--- config.mk ---
export PLATFORM = sky130hd
export DESIGN_NAME = axi_lite_wr_arbiter
export DESIGN_NICKNAME = d
export VERILOG_FILES = /design/src/rtl/axi_lite_wr_arbiter.sv
export SDC_FILE = /design/constraint.sdc
export NUM_CORES = 1
export LEC_CHECK = 0
export ABC_AREA = 1
export CAP_MARGIN = 25
export CORE_MARGIN = 2
export CORE_UTILIZATION = 34
export DETAILED_ROUTE_END_ITERATION = 10
export PLACE_DENSITY = 0.95
export SETUP_SLACK_MARGIN = 0.5
export SYNTH_ARGS = -nofsm -noshare
export SYNTH_HDL_FRONTEND = slang
export SYNTH_SLANG_ARGS = --single-unit
--- constraint.sdc ---
create_clock -name clk -period 3.3 [get_ports clk]
set_clock_uncertainty 0.1 [all_clocks]
set_input_delay 0.66 -clock clk [delete_from_list [all_inputs] [get_ports clk]]
set_output_delay 0.66 -clock clk [all_outputs]
set_load 0.01 [all_outputs]
--- src/rtl/axi_lite_wr_arbiter.sv ---
// Two-master AXI-Lite write arbiter (AW/W/B) sharing one slave port.
// Grants are round-robin, cover a whole transaction, and a B-channel watchdog returns SLVERR.
module axi_lite_wr_arbiter #(
    parameter int ADDR_W  = 12,
    parameter int DATA_W  = 32,
    parameter int TIMEOUT = 256
) (
    input  logic                clk,
    input  logic                reset,

    input  logic                m0_awvalid,
    output logic                m0_awready,
    input  logic [ADDR_W-1:0]   m0_awaddr,
    input  logic                m0_wvalid,
    output logic                m0_wready,
    input  logic [DATA_W-1:0]   m0_wdata,
    input  logic [DATA_W/8-1:0] m0_wstrb,
    output logic                m0_bvalid,
    input  logic                m0_bready,
    output logic [1:0]          m0_bresp,

    input  logic                m1_awvalid,
    output logic                m1_awready,
    input  logic [ADDR_W-1:0]   m1_awaddr,
    input  logic                m1_wvalid,
    output logic                m1_wready,
    input  logic [DATA_W-1:0]   m1_wdata,
    input  logic [DATA_W/8-1:0] m1_wstrb,
    output logic                m1_bvalid,
    input  logic                m1_bready,
    output logic [1:0]          m1_bresp,

    output logic                s_awvalid,
    input  logic                s_awready,
    output logic [ADDR_W-1:0]   s_awaddr,
    output logic                s_wvalid,
    input  logic                s_wready,
    output logic [DATA_W-1:0]   s_wdata,
    output logic [DATA_W/8-1:0] s_wstrb,
    input  logic                s_bvalid,
    output logic                s_bready,
    input  logic [1:0]          s_bresp,

    output logic [1:0]          grant,
    output logic                late_resp
);

    localparam int CNT_W = (TIMEOUT > 0) ? $clog2(TIMEOUT + 1) : 1;
    localparam logic [CNT_W-1:0] CNT_MAX = '1;
    localparam logic [CNT_W-1:0] CNT_TMO = CNT_W'(TIMEOUT);
    localparam logic [1:0] RESP_SLVERR = 2'b10;

    typedef enum logic [1:0] {
        IDLE,
        XFER,
        RESP,
        ERR
    } state_t;

    state_t           state;
    state_t           state_n;
    logic [1:0]       grant_n;
    logic             last_owner;
    logic             last_owner_n;
    logic [CNT_W-1:0] cnt;
    logic [CNT_W-1:0] cnt_n;
    logic             aw_done;
    logic             aw_done_n;
    logic             w_done;
    logic             w_done_n;
    logic             late_resp_n;

    logic             own1;
    logic             o_awvalid;
    logic             o_wvalid;
    logic             o_bready;
    logic             o_awready;
    logic             o_wready;
    logic             o_bvalid;
    logic [1:0]       o_bresp;
    logic             aw_fin;
    logic             w_fin;

    function automatic logic [CNT_W-1:0] sat_inc(input logic [CNT_W-1:0] value);
        return (value == CNT_MAX) ? value : value + 1'b1;
    endfunction

    // Owner selection: last_owner = 1 means m1 finished last, so m0 wins a tie.
    assign own1      = grant[1];
    assign o_awvalid = own1 ? m1_awvalid : m0_awvalid;
    assign o_wvalid  = own1 ? m1_wvalid  : m0_wvalid;
    assign o_bready  = own1 ? m1_bready  : m0_bready;

    assign s_awaddr = grant[1] ? m1_awaddr : (grant[0] ? m0_awaddr : '0);
    assign s_wdata  = grant[1] ? m1_wdata  : (grant[0] ? m0_wdata  : '0);
    assign s_wstrb  = grant[1] ? m1_wstrb  : (grant[0] ? m0_wstrb  : '0);

    always_ff @(posedge clk) begin
        if (reset) begin
            state      <= IDLE;
            grant      <= 2'b00;
            last_owner <= 1'b1;
            cnt        <= '0;
            aw_done    <= 1'b0;
            w_done     <= 1'b0;
            late_resp  <= 1'b0;
        end else begin
            state      <= state_n;
            grant      <= grant_n;
            last_owner <= last_owner_n;
            cnt        <= cnt_n;
            aw_done    <= aw_done_n;
            w_done     <= w_done_n;
            late_resp  <= late_resp_n;
        end
    end

    always_comb begin
        state_n      = state;
        grant_n      = grant;
        last_owner_n = last_owner;
        cnt_n        = cnt;
        aw_done_n    = aw_done;
        w_done_n     = w_done;
        late_resp_n  = late_resp;
        s_awvalid    = 1'b0;
        s_wvalid     = 1'b0;
        s_bready     = 1'b0;
        o_awready    = 1'b0;
        o_wready     = 1'b0;
        o_bvalid     = 1'b0;
        o_bresp      = 2'b00;
        aw_fin       = 1'b0;
        w_fin        = 1'b0;

        case (state)
            IDLE: begin
                // Responses with no owner are drained and flagged, never forwarded.
                s_bready = 1'b1;
                if (s_bvalid) begin
                    late_resp_n = 1'b1;
                end
                if (m0_awvalid && m1_awvalid) begin
                    grant_n = last_owner ? 2'b01 : 2'b10;
                end else if (m0_awvalid) begin
                    grant_n = 2'b01;
                end else if (m1_awvalid) begin
                    grant_n = 2'b10;
                end
                if (m0_awvalid || m1_awvalid) begin
                    state_n = XFER;
                end
            end
            XFER: begin
                s_awvalid = o_awvalid & ~aw_done;
                s_wvalid  = o_wvalid & ~w_done;
                o_awready = s_awready & ~aw_done;
                o_wready  = s_wready & ~w_done;
                aw_fin    = aw_done | (s_awvalid & s_awready);
                w_fin     = w_done | (s_wvalid & s_wready);
                if (aw_fin && w_fin) begin
                    state_n   = RESP;
                    cnt_n     = '0;
                    aw_done_n = 1'b0;
                    w_done_n  = 1'b0;
                end else begin
                    aw_done_n = aw_fin;
                    w_done_n  = w_fin;
                end
            end
            RESP: begin
                o_bvalid = s_bvalid;
                o_bresp  = s_bresp;
                s_bready = o_bready;
                if (s_bvalid) begin
                    if (o_bready) begin
                        last_owner_n = own1;
                        grant_n      = 2'b00;
                        state_n      = IDLE;
                    end
                end else begin
                    cnt_n = sat_inc(cnt);
                    if ((TIMEOUT != 0) && (cnt_n == CNT_TMO)) begin
                        state_n = ERR;
                    end
                end
            end
            ERR: begin
                o_bvalid = 1'b1;
                o_bresp  = RESP_SLVERR;
                if (o_bready) begin
                    last_owner_n = own1;
                    grant_n      = 2'b00;
                    state_n      = IDLE;
                end
            end
            default: begin
                state_n = IDLE;
                grant_n = 2'b00;
            end
        endcase
    end

    assign m0_awready = grant[0] & o_awready;
    assign m1_awready = grant[1] & o_awready;
    assign m0_wready  = grant[0] & o_wready;
    assign m1_wready  = grant[1] & o_wready;
    assign m0_bvalid  = grant[0] & o_bvalid;
    assign m1_bvalid  = grant[1] & o_bvalid;
    assign m0_bresp   = grant[0] ? o_bresp : 2'b00;
    assign m1_bresp   = grant[1] ? o_bresp : 2'b00;

endmodule

==> results of run 1 <==
==> final cells by class <==
class                      instances  area share (%)
clock buffer                       4            1.22
inverter                          30            3.11
multi-input combinational        277            36.3
sequential                        17            9.33
tap                               72            2.43
timing repair buffer             176            47.6
==> placed cells by master, fill, tap and decap left out, types with 4 or more instances in the layout <==
cell type,n
inv_1,23
inv_2,6
a21oi_1,16
dfxtp_1,15
clkdlybuf4s50_1,168
nor2_1,27
o21ai_0,8
nand3_1,58
dlygate4sd2_1,4
nor2_2,4
nand2_1,128
==> worst min path at each step <==
stage,slack (ns),startpoint,end
2_1_floorplan,0.34,last_owner,last_owner
5_1_grt,0.44,cnt[7],cnt[7]
3_5_place_dp,0.39,late_resp,late_resp
6_report,0.40,late_resp,late_resp
3_3_place_gp,0.37,last_owner,last_owner
4_1_cts,0.41,late_resp,late_resp
==> worst max-delay path: cells and delay by family <==
| family | cells | cell delay, ns |
|---|---|---|
| AND/OR/NAND/NOR | 2 | 0.24 |
| buffers and inverters | 2 | 1.07 |
==> power breakdown <==
| group | internal (mW) | switching [mW] |
|---|---|---|
| clock | 0.0860 | 0.0783 |
| combinational | 0.953 | 1.05 |
| sequential | 0.299 | 0.143 |
==> routing by layer <==
metal | part of all wire [%] | up-vias
met5 | 0 | -
met4 | 2.5 | 0
met3 | 6.0 | 19
met2 | 52 | 140
met1 | 39 | 1285
li1 | - | 1434
==> cells by family after synthesis <==
kind of cell,count (synthesis),share of synthesized area [%]
fa+ha+maj,1,0.667
xor+xnor,3,1.80
simple gates,234,55.6
flops,17,18.1
buf+inv,48,10.6
compound gates,39,13.2
==> through the flow <==
step	hold slack, ns	power (mW)
global route	0.442	2.80
detailed placement	0.394	2.43
floorplan	0.341	1.49
CTS	0.414	2.59
finish	0.400	2.61
global placement	0.370	2.38
==> sequential cells by signal, summed over array words and instances (netlist names) <==
register and flops:
cnt 9, grant 2, state 2, aw_done 1, last_owner 1, late_resp 1
w_done 1
==> what timing repair did <==
item | CTS | global route
endpoints found under the setup margin | 8 | 37
pin swaps | 0 | 0
gates resized for setup | 6 | 4
==> impl_metrics.py, run 1 <==
metrics = {
    "power": {
        "ir_drop_mv": 0.411,
        "pwr_density_cell_nw_per_um2": 705,
        "p_leak_nw": 1.63,
    },
    "floorplan": {
        "fp.dieW_um": 78.3,
        "ios": 173,
        "initial_core_util_pct": 34.7,
        "dieArea_um2": 6130,
        "fp.coreArea_um2": 5410,
        "die_h_um": 78.3,
        "rows": 27,
    },
    "min_path": {
        "min_path_cells": 2,
        "min_path_type": "flip-flop to flip-flop",
    },
    "cts": {
        "root_buffer": "clkbuf_8",
        "clk_latency_ns": 0.26,
        "cts_tree": "built",
        "numCtsBuffers": 3,
        "postCtsSetupBuffers": 0,
        "ctsHtreeMaxLevel": 1,
        "clock-sinks": 17,
        "cts_max_path_buffers": 2,
        "hold_buffers": 0,
        "cts.clk_slew.worst_paths_ns": 0.07,
    },
    "timing": {
        "fin_crit_sh_pct": 82.8,
        "period_needed_ns": 2.73,
        "tns_ns": 0,
        "worst_slew_pin_slew_ns": 0.390,
        "slew_violations": 0,
        "setup_viol": 0,
        "maxSlewHeadroom_pct": 73.9,
        "max_freq_ghz": 0.366,
        "hold_viol": 0,
        "fin_ws_ns": 0.567,
        "rsz0062_at_grt": "false",
    },
    "worst_setup_path": {
        "rr_worst_depth": 12,
        "slowest_stage": "clkdlybuf4s50_1",
        "critical_path.max_stage_delay_ns": 0.54,
        "crit_start": "s_awready",
        "worst-path-max-fanout": 2,
        "crit_type": "input port to primary output",
        "r2r_setup_slack_ns": 1.43,
        "crit_end": "m0_awready",
        "worstPathArrival_ns": 1.97,
        "cpMostUsedCell": "clkdlybuf4s50_1",
        "r2r_end": "state[0]",
        "worstSetupEndpointType": "primary output",
        "cp.required_ns": 2.54,
        "crit_chain": "clkdlybuf4s50_1 -> nand3_1 -> nor2_1 -> clkdlybuf4s50_1",
        "cp-start-kind": "input port",
        "reg2reg_from": "cnt[0]",
    },
    "logic_synthesis": {
        "synthFlopType": "dfxtp_1",
        "yosysTopAreaCell": "nand2_1",
        "synth_nets": 452,
        "synthDistinctLibCells": 36,
        "synth-seq-cells": 17,
        "synth_common_cells": "nand2_1, nand3_1, nor2_1",
        "synth_edf_count": 0,
        "ys_seq_area_share_pct": 18.1,
        "async_reset_ff_share_pct": 0,
        "yosysMostFrequentCell": "nand2_1",
        "yosys-top-cells-area": "nand2_1, dfxtp_1, nand3_1, nor2_1, inv_1",
        "ys_warn_count": 0,
        "syn_inst": 342,
        "synth.top_cell.area_share_pct": 25.6,
        "netlist_area_um2": 1880,
        "syn_area_per_cell_um2": 5.48,
    },
    "final_layout": {
        "area_growth_pct": 97.3,
        "final_layout_size_suffix_gt1_share_pct": 6.75,
        "num-fill-cells": 451,
        "nets": 615,
        "multi_input_area_um2": 1340,
        "n_antenna_cell": 0,
        "fin_area_um2": 3700,
        "register_area_um2": 345,
        "final_cells": 576,
        "final_util_pct": 68.5,
    },
    "drt": {
        "avgRoutedWirePerCell_um": 13.6,
        "post-route-drc-count": 0,
        "viasPerCell": 5.00,
        "drt_first_pass_iters": 4,
        "wl_um": 7830,
        "drtIter0Drc": 184,
        "vias": 2878,
        "ant_nets": 0,
    },
    "status": {
        "status": "complete, no violations",
    },
    "placed_design": {
        "gp_congestion": 0.933,
        "placedCellCount": 572,
        "place_hpwl_um": 6320,
        "dpl-instance-area_um2": 3640,
        "place_ws_ns": 0.317,
        "portBuffers": 172,
    },
    "global_routing": {
        "grt_max_degree": 40,
        "grt_pass1_wl_um": 11600,
        "use_met3_pct": 3.79,
        "first_global_vias": 2606,
        "gr-total-overflow": 0,
        "met2_usage_pct": 43.7,
        "met1_usage_pct": 26.3,
        "antenna_found_initial": 0,
        "grt_most_used_layer": "met2",
        "grtUsageTotal_pct": 23.4,
    },
    "run": {
        "cap_violations": 0,
    },
}
Note: power is estimated with default switching activity, not from simulation.
==> inputs of run 2 (changes only) <==
--- a/config.mk
+++ b/config.mk
@@ -8,9 +8,9 @@
 export ABC_AREA = 1
 export CAP_MARGIN = 25
 export CORE_MARGIN = 2
-export CORE_UTILIZATION = 34
+export CORE_UTILIZATION = 28
 export DETAILED_ROUTE_END_ITERATION = 10
-export PLACE_DENSITY = 0.95
+export PLACE_DENSITY = 0.85
 export SETUP_SLACK_MARGIN = 0.5
 export SYNTH_ARGS = -nofsm -noshare
 export SYNTH_HDL_FRONTEND = slang
==> constraint.sdc (replaced) <==
create_clock -name clk -period 2.2 [get_ports clk]
set_clock_uncertainty 0.1 [all_clocks]
set_input_delay 0.44 -clock clk [delete_from_list [all_inputs] [get_ports clk]]
set_output_delay 0.44 -clock clk [all_outputs]
set_load 0.01 [all_outputs]
==> impl_metrics.py, run 2 (same netlist as run 1, synthesis figures left out) <==
metrics = {
    "min_path": {
        "min_path_type": "input port to flip-flop",
    },
    "timing": {
        "slew_violations": 0,
        "period_needed_ns": 1.93,
        "rsz0062_at_grt": "true",
        "worst_slew_pin_slew_ns": 0.516,
        "fin_ws_ns": 0.269,
        "tns_ns": 0,
        "setup_viol": 0,
        "holdWs_ns": 0.363,
        "hold_viol": 0,
        "max_freq_ghz": 0.518,
        "maxSlewHeadroom_pct": 65.2,
        "fin_crit_sh_pct": 87.8,
    },
    "worst_setup_path": {
        "crit_chain": "ha_4 -> nand2_4 -> nor2_8 -> nand3_4 -> buf_6 -> nand4_1 -> nor2_1 -> nand2_1 -> nand2_2 -> nand3_1 -> nand2_1 -> nor2_1",
        "slowest_stage": "dfxtp_4",
        "worstSetupEndpointType": "flip-flop",
        "cp-start-kind": "flip-flop",
        "crit_type": "flip-flop to flip-flop",
        "cp.required_ns": 2.28,
        "path_buf_inv": 1,
        "worst-path-max-fanout": 6,
        "critical_path.max_stage_delay_ns": 0.38,
        "worstPathArrival_ns": 2.01,
        "cp_top_family": "simple AND/OR/NAND/NOR gates",
    },
    "drt": {
        "wl_um": 12800,
        "avgRoutedWirePerCell_um": 19.7,
        "drtIter0Drc": 380,
        "viasPerCell": 5.42,
        "drt_first_pass_iters": 9,
        "ant_nets": 0,
        "vias": 3511,
        "post-route-drc-count": 4,
    },
    "final_layout": {
        "top_regs": "cnt: 9 flops, grant: 2 flops, state: 2 flops",
        "register_area_um2": 364,
        "layout_common_cells": "nand2_1, clkdlybuf4s50_1, buf_2, buf_4, buf_6",
        "num-fill-cells": 432,
        "largest_reg_flops": 9,
        "final_layout_size_suffix_gt1_share_pct": 44.7,
        "n_antenna_cell": 0,
        "nets": 682,
        "multi_input_area_um2": 1840,
        "area_growth_pct": 164,
        "final_common_cell": "nand2_1",
        "regMostFlops": "cnt",
        "fin_area_um2": 4950,
    },
    "global_routing": {
        "gr-total-overflow": 0,
        "grtUsageTotal_pct": 28.3,
        "first_global_vias": 3361,
        "antenna_found_initial": 0,
        "grt_pass1_wl_um": 16400,
        "grt_max_degree": 25,
    },
    "cts": {
        "root_buffer": "clkbuf_8",
        "cts_max_path_buffers": 2,
        "clk_latency_ns": 0.27,
        "clock-sinks": 17,
        "cts.clk_slew.worst_paths_ns": 0.09,
        "ctsHtreeMaxLevel": 1,
        "hold_buffers": 0,
        "cts_tree": "built",
        "numCtsBuffers": 3,
    },
    "status": {
        "violations": "DRC",
        "status": "complete, but fails checks",
    },
    "power": {
        "swShare_pct": 48.3,
        "internal-power_mw": 3.20,
        "p_leak_nw": 2.32,
        "pwr-share-comb_pct": 84.7,
        "seqPwrFrac_pct": 11.1,
        "clkPwrFrac_pct": 4.2,
        "ir_drop_mv": 0.634,
        "pwr_density_cell_nw_per_um2": 1250,
        "power.switching_mw": 3.00,
    },
    "placed_design": {
        "dpl-instance-area_um2": 3770,
        "place_hpwl_um": 6810,
        "gp_congestion": 0.915,
        "portBuffers": 172,
        "place_ws_ns": -0.294,
    },
    "floorplan": {
        "die_h_um": 85.8,
        "rows": 29,
        "ios": 173,
        "fp.coreArea_um2": 6420,
        "dieArea_um2": 7370,
        "fp.dieW_um": 85.8,
        "initial_core_util_pct": 29.2,
    },
    "run": {
        "cap_violations": 0,
    },
}
run 2: cell types whose count changed in the layout (fill, tap and decap cells not counted), moves of 9 or more:
cell,before,now
nand3_1,58,31
clkdlybuf4s50_1,168,96
buf_2,0,38
buf_6,1,32
nand2_1,128,102
nand2_2,3,23
nand3_2,0,19
buf_4,2,38
dlygate4sd2_1,4,13
nor2_1,27,18
run 2: metal layers:
| layer | global-route usage [%] | wire length [um] | vias to the layer above |
|---|---|---|---|
| li1 | - | - | 1583 |
| met1 | 31.9 | 4740 | 1629 |
| met2 | 51.7 | 6650 | 256 |
| met3 | 4.81 | 965 | 43 |
| met4 | 12.6 | 436 | 0 |
| met5 | 0 | 0 | - |
run 2: power by group through the flow:
stage	Combinational [mW]	Clock, mW	Sequential [mW]
floorplan	1.67	0	0.568
global placement	3.12	0	0.589
detailed placement	3.19	0	0.596
CTS	4.12	0.251	0.647
global route	5.52	0.275	0.705
finish	5.25	0.262	0.689
run 2: cell type report:
type / count / share of cell area, %
Sequential cell: 17 / 7.35
Tap cell: 77 / 1.95
Clock buffer: 3 / 0.834
Multi-Input combinational cell: 279 / 37.3
Inverter: 30 / 2.65
Timing Repair Buffer: 241 / 49.8
Clock inverter: 1 / 0.152
run 2: path summary, 6_finish.rpt:
check | startpoint | endpoint | slack [ns] | depth (start not counted)
max reg2reg | cnt[0] | state[0] | 0.27 | 12
min | s_bvalid | late_resp | 0.36 | 3
max | cnt[0] | state[0] | 0.27 | 12
min reg2reg | late_resp | late_resp | 0.39 | 2
run 2: worst min-delay path, cell delays in order:
cell and delay [ns]:
buf_2 0.12, a21oi_1 0.07, nor2_1 0.08
run 2: metrics by stage:
stage / std cells / power, mW / util [%]
3_5_place_dp: 589 / 3.78 / 58.6
5_1_grt: 648 / 6.50 / 77.1
4_1_cts: 630 / 5.01 / 67.4
3_3_place_gp: 589 / 3.71 / 58.6
6_report: 648 / 6.20 / 77.1
2_1_floorplan: 342 / 2.24 / -
run 2: repair_timing:
action	in CTS	in global routing
setup endpoints to repair	75	78
pin swaps	23	44
cloned	11	4
buffers inserted	26	14
resized for setup	307	139
==> variant 1 (config.mk and constraints of run 2) <==
Set the parameter `TIMEOUT` to 512 (it was 256).
--- a/src/rtl/axi_lite_wr_arbiter.sv
+++ b/src/rtl/axi_lite_wr_arbiter.sv
@@ -3,7 +3,7 @@
 module axi_lite_wr_arbiter #(
     parameter int ADDR_W  = 12,
     parameter int DATA_W  = 32,
-    parameter int TIMEOUT = 256
+    parameter int TIMEOUT = 512
 ) (
     input  logic                clk,
     input  logic                reset,
Function: same outputs for any inputs over 10 cycles, from zero or initial values and one cycle with reset high; that may be too few to reach the edited logic, so the function may still have changed.
==> variant 1 against run 2 <==
Power down 17%. Via count up 0.66%. Wire length down 5.8%. Area after synthesis up 4.1%. Design area down 4.1%. Sequential cell count up 1. Worst setup slack better by 10 ps. Critical path type is now in -> out.
==> variant 1: results (changes against run 2) <==
| Metric | Value |
|---|---|
| Register area share after synthesis | `0.185 (+0.00316)` |
| GR Util met3 | `0.0626 (+0.0144)` |
| Status | `complete, no violations` |
| HPWL Detailed | `6890 um (+1.3%)` |
| Non-clock buffers | `235 (-2.5%)` |
| Beginning of the critical path | `m0_wdata[9]` |
| Clock edge transition at the registers on the reported setup and hold paths | `70 ps (-20 ps)` |
| Multi-input comb cells | `295 (+5.7%)` |
| First-pass GRT wire length | `15500 um (-5.3%)` |
| Met2 Use GR | `0.455 (-0.0625)` |
| Share of cells above drive strength 1 | `0.378 (-0.0686)` |
| Multi-input combinational area share | `0.365 (-0.00736)` |
| Number of clock buffers in the layout | `4 (+1)` |
| Synth area leaders | `nand2_1 27%, dfxtp_1 18%, nand3_1 16%, nor2_1 5.0%, inv_1 4.4%` |
| Worst hold start | `cnt[7]` |
| Post-Syn Nets | `471 (+4.2%)` |
| Worst vdd ir | `0.443 mV (-30%)` |
| Placed inst area | `3880 um^2 (+2.9%)` |
| Via density | `5.34 (-1.5%)` |
| Hold Crit Class | `reg -> reg` |
| Leak pwr | `2.25 nW (-3.2%)` |
| Netlist cell types | `32 (-11%)` |
| Largest net degree at the start of global routing | `26 (+4.0%)` |
| Detailed Routing Iterations Pass 1 | `7 (-2)` |
| ClkCell Share | `0.0116 (+0.00174)` |
| Buffering overhead | `0.496 (-0.00193)` |
| Fill count | `501 (+16%)` |
| Well Taps | `80 (+3.9%)` |
| Synth cell count leaders | `142 x nand2_1, 64 x nand3_1, 26 x nor2_1, 23 x inv_1, 18 x dfxtp_1` |
| Final #Nets | `693 (+1.6%)` |
| Seq/total area | `0.0796 (+0.00608)` |
| Biggest regs | `cnt (10), grant (2), state (2)` |
| Start of the worst register-to-register path | `grant[1]` |
variant 1: stage by stage:
| stage | std cells | setup WS (ps) | power (W) |
|---|---|---|---|
| global placement | 615 | -346 | 0.00349 |
| global route | 662 | 238 | 0.00541 |
| detailed placement | 615 | -342 | 0.00354 |
| floorplan | 361 | 499 | 0.00200 |
| finish | 662 | 279 | 0.00515 |
| CTS | 650 | 286 | 0.00453 |
variant 1: what timing repair did:
item | 4_1_cts | 5_1_grt
setup endpoints to repair | 77 | 78
gates resized for setup | 301 | 73
gates cloned | 8 | 0
endpoints found under the hold margin | 0 | 0
buffers inserted | 23 | 12
pin swaps | 32 | 33
variant 1: path summary, 6_finish.rpt:
kind	to	slack [ps]	cells past startpoint
worst max-delay path	s_wdata[9]	280	4
worst min-delay path	cnt[7]	400	2
worst max register to register	last_owner	280	12
worst min register to register	cnt[7]	400	2
variant 1: metal layers:
layer  share of wire  wire length [um]
met1            0.36              4390
met2            0.51              6110
met3           0.088              1060
met4           0.040               487
met5               0                 0
variant 1: critical path, stage by stage:
cell,delay [ps]
clkdlybuf4s50_1,510
nand3_1,120
nand2_1,90
clkdlybuf4s15_2,230
variant 1: power by group through the flow:
stage / clock network [W] / logic [W] / registers (W)
detailed placement: 0 / 0.00301 / 0.000530
global route: 0.000299 / 0.00451 / 0.000593
CTS: 0.000283 / 0.00368 / 0.000576
floorplan: 0 / 0.00149 / 0.000507
finish: 0.000281 / 0.00429 / 0.000580
global placement: 0 / 0.00296 / 0.000525
variant 1: cell families (layout without fill, tap and decap cells):
kind of cell / count (synthesis) / count (layout) / share of synthesized area
compound gates: 37 / 37 / 0.122
xor+xnor: 2 / 2 / 0.00898
fa+ha+maj: 1 / 1 / 0.00641
buf+inv: 49 / 269 / 0.106
flops: 18 / 18 / 0.185
simple gates: 254 / 255 / 0.572
==> variant 2 (flow settings as in run 2) <==
Made on the original files. Make the reset (`reset`) asynchronous in one clocked block.
--- a/src/rtl/axi_lite_wr_arbiter.sv
+++ b/src/rtl/axi_lite_wr_arbiter.sv
@@ -95,7 +95,7 @@
     assign s_wdata  = grant[1] ? m1_wdata  : (grant[0] ? m0_wdata  : '0);
     assign s_wstrb  = grant[1] ? m1_wstrb  : (grant[0] ? m0_wstrb  : '0);
 
-    always_ff @(posedge clk) begin
+    always_ff @(posedge clk or posedge reset) begin
         if (reset) begin
             state      <= IDLE;
             grant      <= 2'b00;
Formal check against the unedited RTL: differs if reset is asserted again (counterexample within 4 cycles, from zero or initial values and one cycle with reset high); with reset held inactive, the same outputs for 10 cycles.
==> variant 2 against run 2 <==
Global-route usage rose by 0.95 points. Power is 6.0% higher. Largest cell class unchanged. Worst setup slack got worse by 240 ps. Area after synthesis down 1.3%. Design area rose by 8.1%. Cell count grew 2.0%. Largest power group unchanged. Sequential cell count unchanged. Synthesized cell count fell by 2.0%. Wire length rose by 21%. Combinational power up 11%.
==> variant 2: results (changes against run 2) <==
| Metric | Value |
|---|---|
| WL met3 | `1530 um (+58%)` |
| Slew HR | `0.757 (+0.105)` |
| Syn avg cell area | `5.52 um^2 (+0.73%)` |
| Max FO, Critical Path | `7 (+1)` |
| Share of cells above drive strength 1 | `0.514 (+0.0671)` |
| HPWL Detailed | `6550 um (-3.7%)` |
| Post-synth ARST share | `1.00 (+1.00)` |
| Clk_lat worst skew | `260 ps` |
| Synth cell count leaders | `141 x nand2_1, 69 x nand3_1, 27 x nor2_1, 23 x inv_1, 16 x dfrtp_1` |
| Post-synthesis adder-cell area fraction | `0.00676 (+0.0000902)` |
| Netlist cell types | `28 (-22%)` |
| CTS buffer count | `3 (unchanged)` |
| First-pass GRT wire length | `16700 um (+1.7%)` |
| Leak pwr | `2.61 nW (+13%)` |
| Start of the worst register-to-register path | `grant[1]` |
| Delay-heaviest family, CP | `buffers and inverters` |
| Clock edge transition at the registers on the reported setup and hold paths | `70 ps (-20 ps)` |
| Finished Layout Cells | `661 (+2.0%)` |
| GPL Wtd Cong | `0.895 (-2.2%)` |
| Met2 Use GR | `0.534 (+0.0170)` |
| Wire length on met2 | `7730 um (+16%)` |
| Met1 Wirelength | `4890 um (+3.0%)` |
| Compound-cell area share of the yosys netlist | `0.0683 (-0.0638)` |
| Post-Place Cells | `584 (-0.85%)` |
| DR top layer | `met4` |
| Post-synthesis mux area share | `0 (unchanged)` |
| Place WS | `-192 ps (+102 ps)` |
| GR Util met1 | `0.341 (+0.0216)` |
| Worst vdd ir | `1.18 mV (+86%)` |
| Status | `complete, no violations` |
| Placed inst area | `3750 um^2 (-0.46%)` |
| Initial DRC Count | `293 (-23%)` |
| Largest net degree at the start of global routing | `25 (unchanged)` |
| CP max stage delay | `400 ps (+20 ps)` |
| Warnings from Yosys | `0 (unchanged)` |
| IO buf count | `172 (unchanged)` |
| Number of inserted diodes | `0 (unchanged)` |
| Hold Crit Class | `in -> async` |
| Number of global-route vias before repair | `3161 (-6.0%)` |
| Register area share after synthesis | `0.231 (+0.0491)` |
| CP arrival | `2220 ps (+210 ps)` |
| Total GRT Usage | `0.292 (+0.00954)` |
| Initial antenna violation count | `0 (unchanged)` |
| Post-Syn Nets | `445 (-1.5%)` |
| Critical path class | `reg -> reg` |
| Post-route ant nets | `0 (unchanged)` |
| Top FF cell, synth | `dfrtp_1` |
| Final #Nets | `695 (+1.9%)` |
| Final WL | `15500 um (+21%)` |
| H-tree lvl count | `1 (unchanged)` |
| Root Buffer | `clkbuf_8` |
| Synth area leaders | `nand2_1 29%, dfrtp_1 22%, nand3_1 19%, nor2_1 5.5%, inv_1 4.7%` |
| Clock Path Buffers | `2 (unchanged)` |
| Vias | `3820 (+8.8%)` |
| Slowest cell on crit path | `dfrtp_2` |
| GR Util met3 | `0.0457 (-0.00240)` |
| Biggest regs | `cnt (9), grant (2), state (2)` |
| Detailed Routing Iterations Pass 1 | `5 (-4)` |
| Xor/xnor share of the synthesized area | `0.0142 (-0.00381)` |
-- variant 2: cell count changes after synthesis, sizes merged, moves of 6 or more --
cell and delta:
dfxtp -17, dfrtp +16, nand2 +12, a21oi -11, nand3 +10, inv -6
-- variant 2: cell type report --
class,instances,area [um^2]
clock buffers,3,41.3
well taps,77,96.3
flip-flops and latches,17,432
multi-input cells,275,1850
inverters,24,110
clock inverters,1,5.00
fillers,304,1030
repair buffers,264,2820
-- variant 2: logic make-up after synthesis --
group / count (synthesis)
DFF: 17
and+or+nand+nor: 250
adders and majority gates: 1
xor gates and xnor gates: 3
buffers and inverters: 43
AOI/OAI and AO/OA: 21
-- variant 2: final timing paths --
| kind | slack (ps) | to | cells after the start |
|---|---|---|---|
| worst max-delay path | 30 | state[0] | 13 |
| worst min-delay path | 400 | aw_done | 3 |
| worst max register to register | 30 | state[0] | 13 |
| max in group asynchronous | 1350 | last_owner | 3 |
| worst min register to register | 420 | late_resp | 1 |
| min in group clk | 420 | late_resp | 1 |
-- variant 2: what timing repair did --
action	4_1_cts	5_1_grt
gates resized for setup	345	159
setup endpoints to repair	76	77
cloned	11	4
buffers inserted	29	29
pin swaps	39	56
-- variant 2: report_power, final --
| group | switching (W) | leakage, nW | internal (W) | total (W) |
|---|---|---|---|---|
| clock | 0.000114 | 0.0255 | 0.000126 | 0.000240 |
| sequential | 0.000101 | 0.215 | 0.000392 | 0.000493 |
| combinational | 0.00284 | 2.37 | 0.00300 | 0.00584 |
| total | 0.00305 | 2.61 | 0.00352 | 0.00657 |
-- variant 2: worst reg2reg max path: cells and delay by family, from the launching register on --
family,cells,cell delay [ps]
AOI/OAI and AO/OA,1,330
buffers and inverters,6,690
DFF,1,400
and+or+nand+nor,6,540
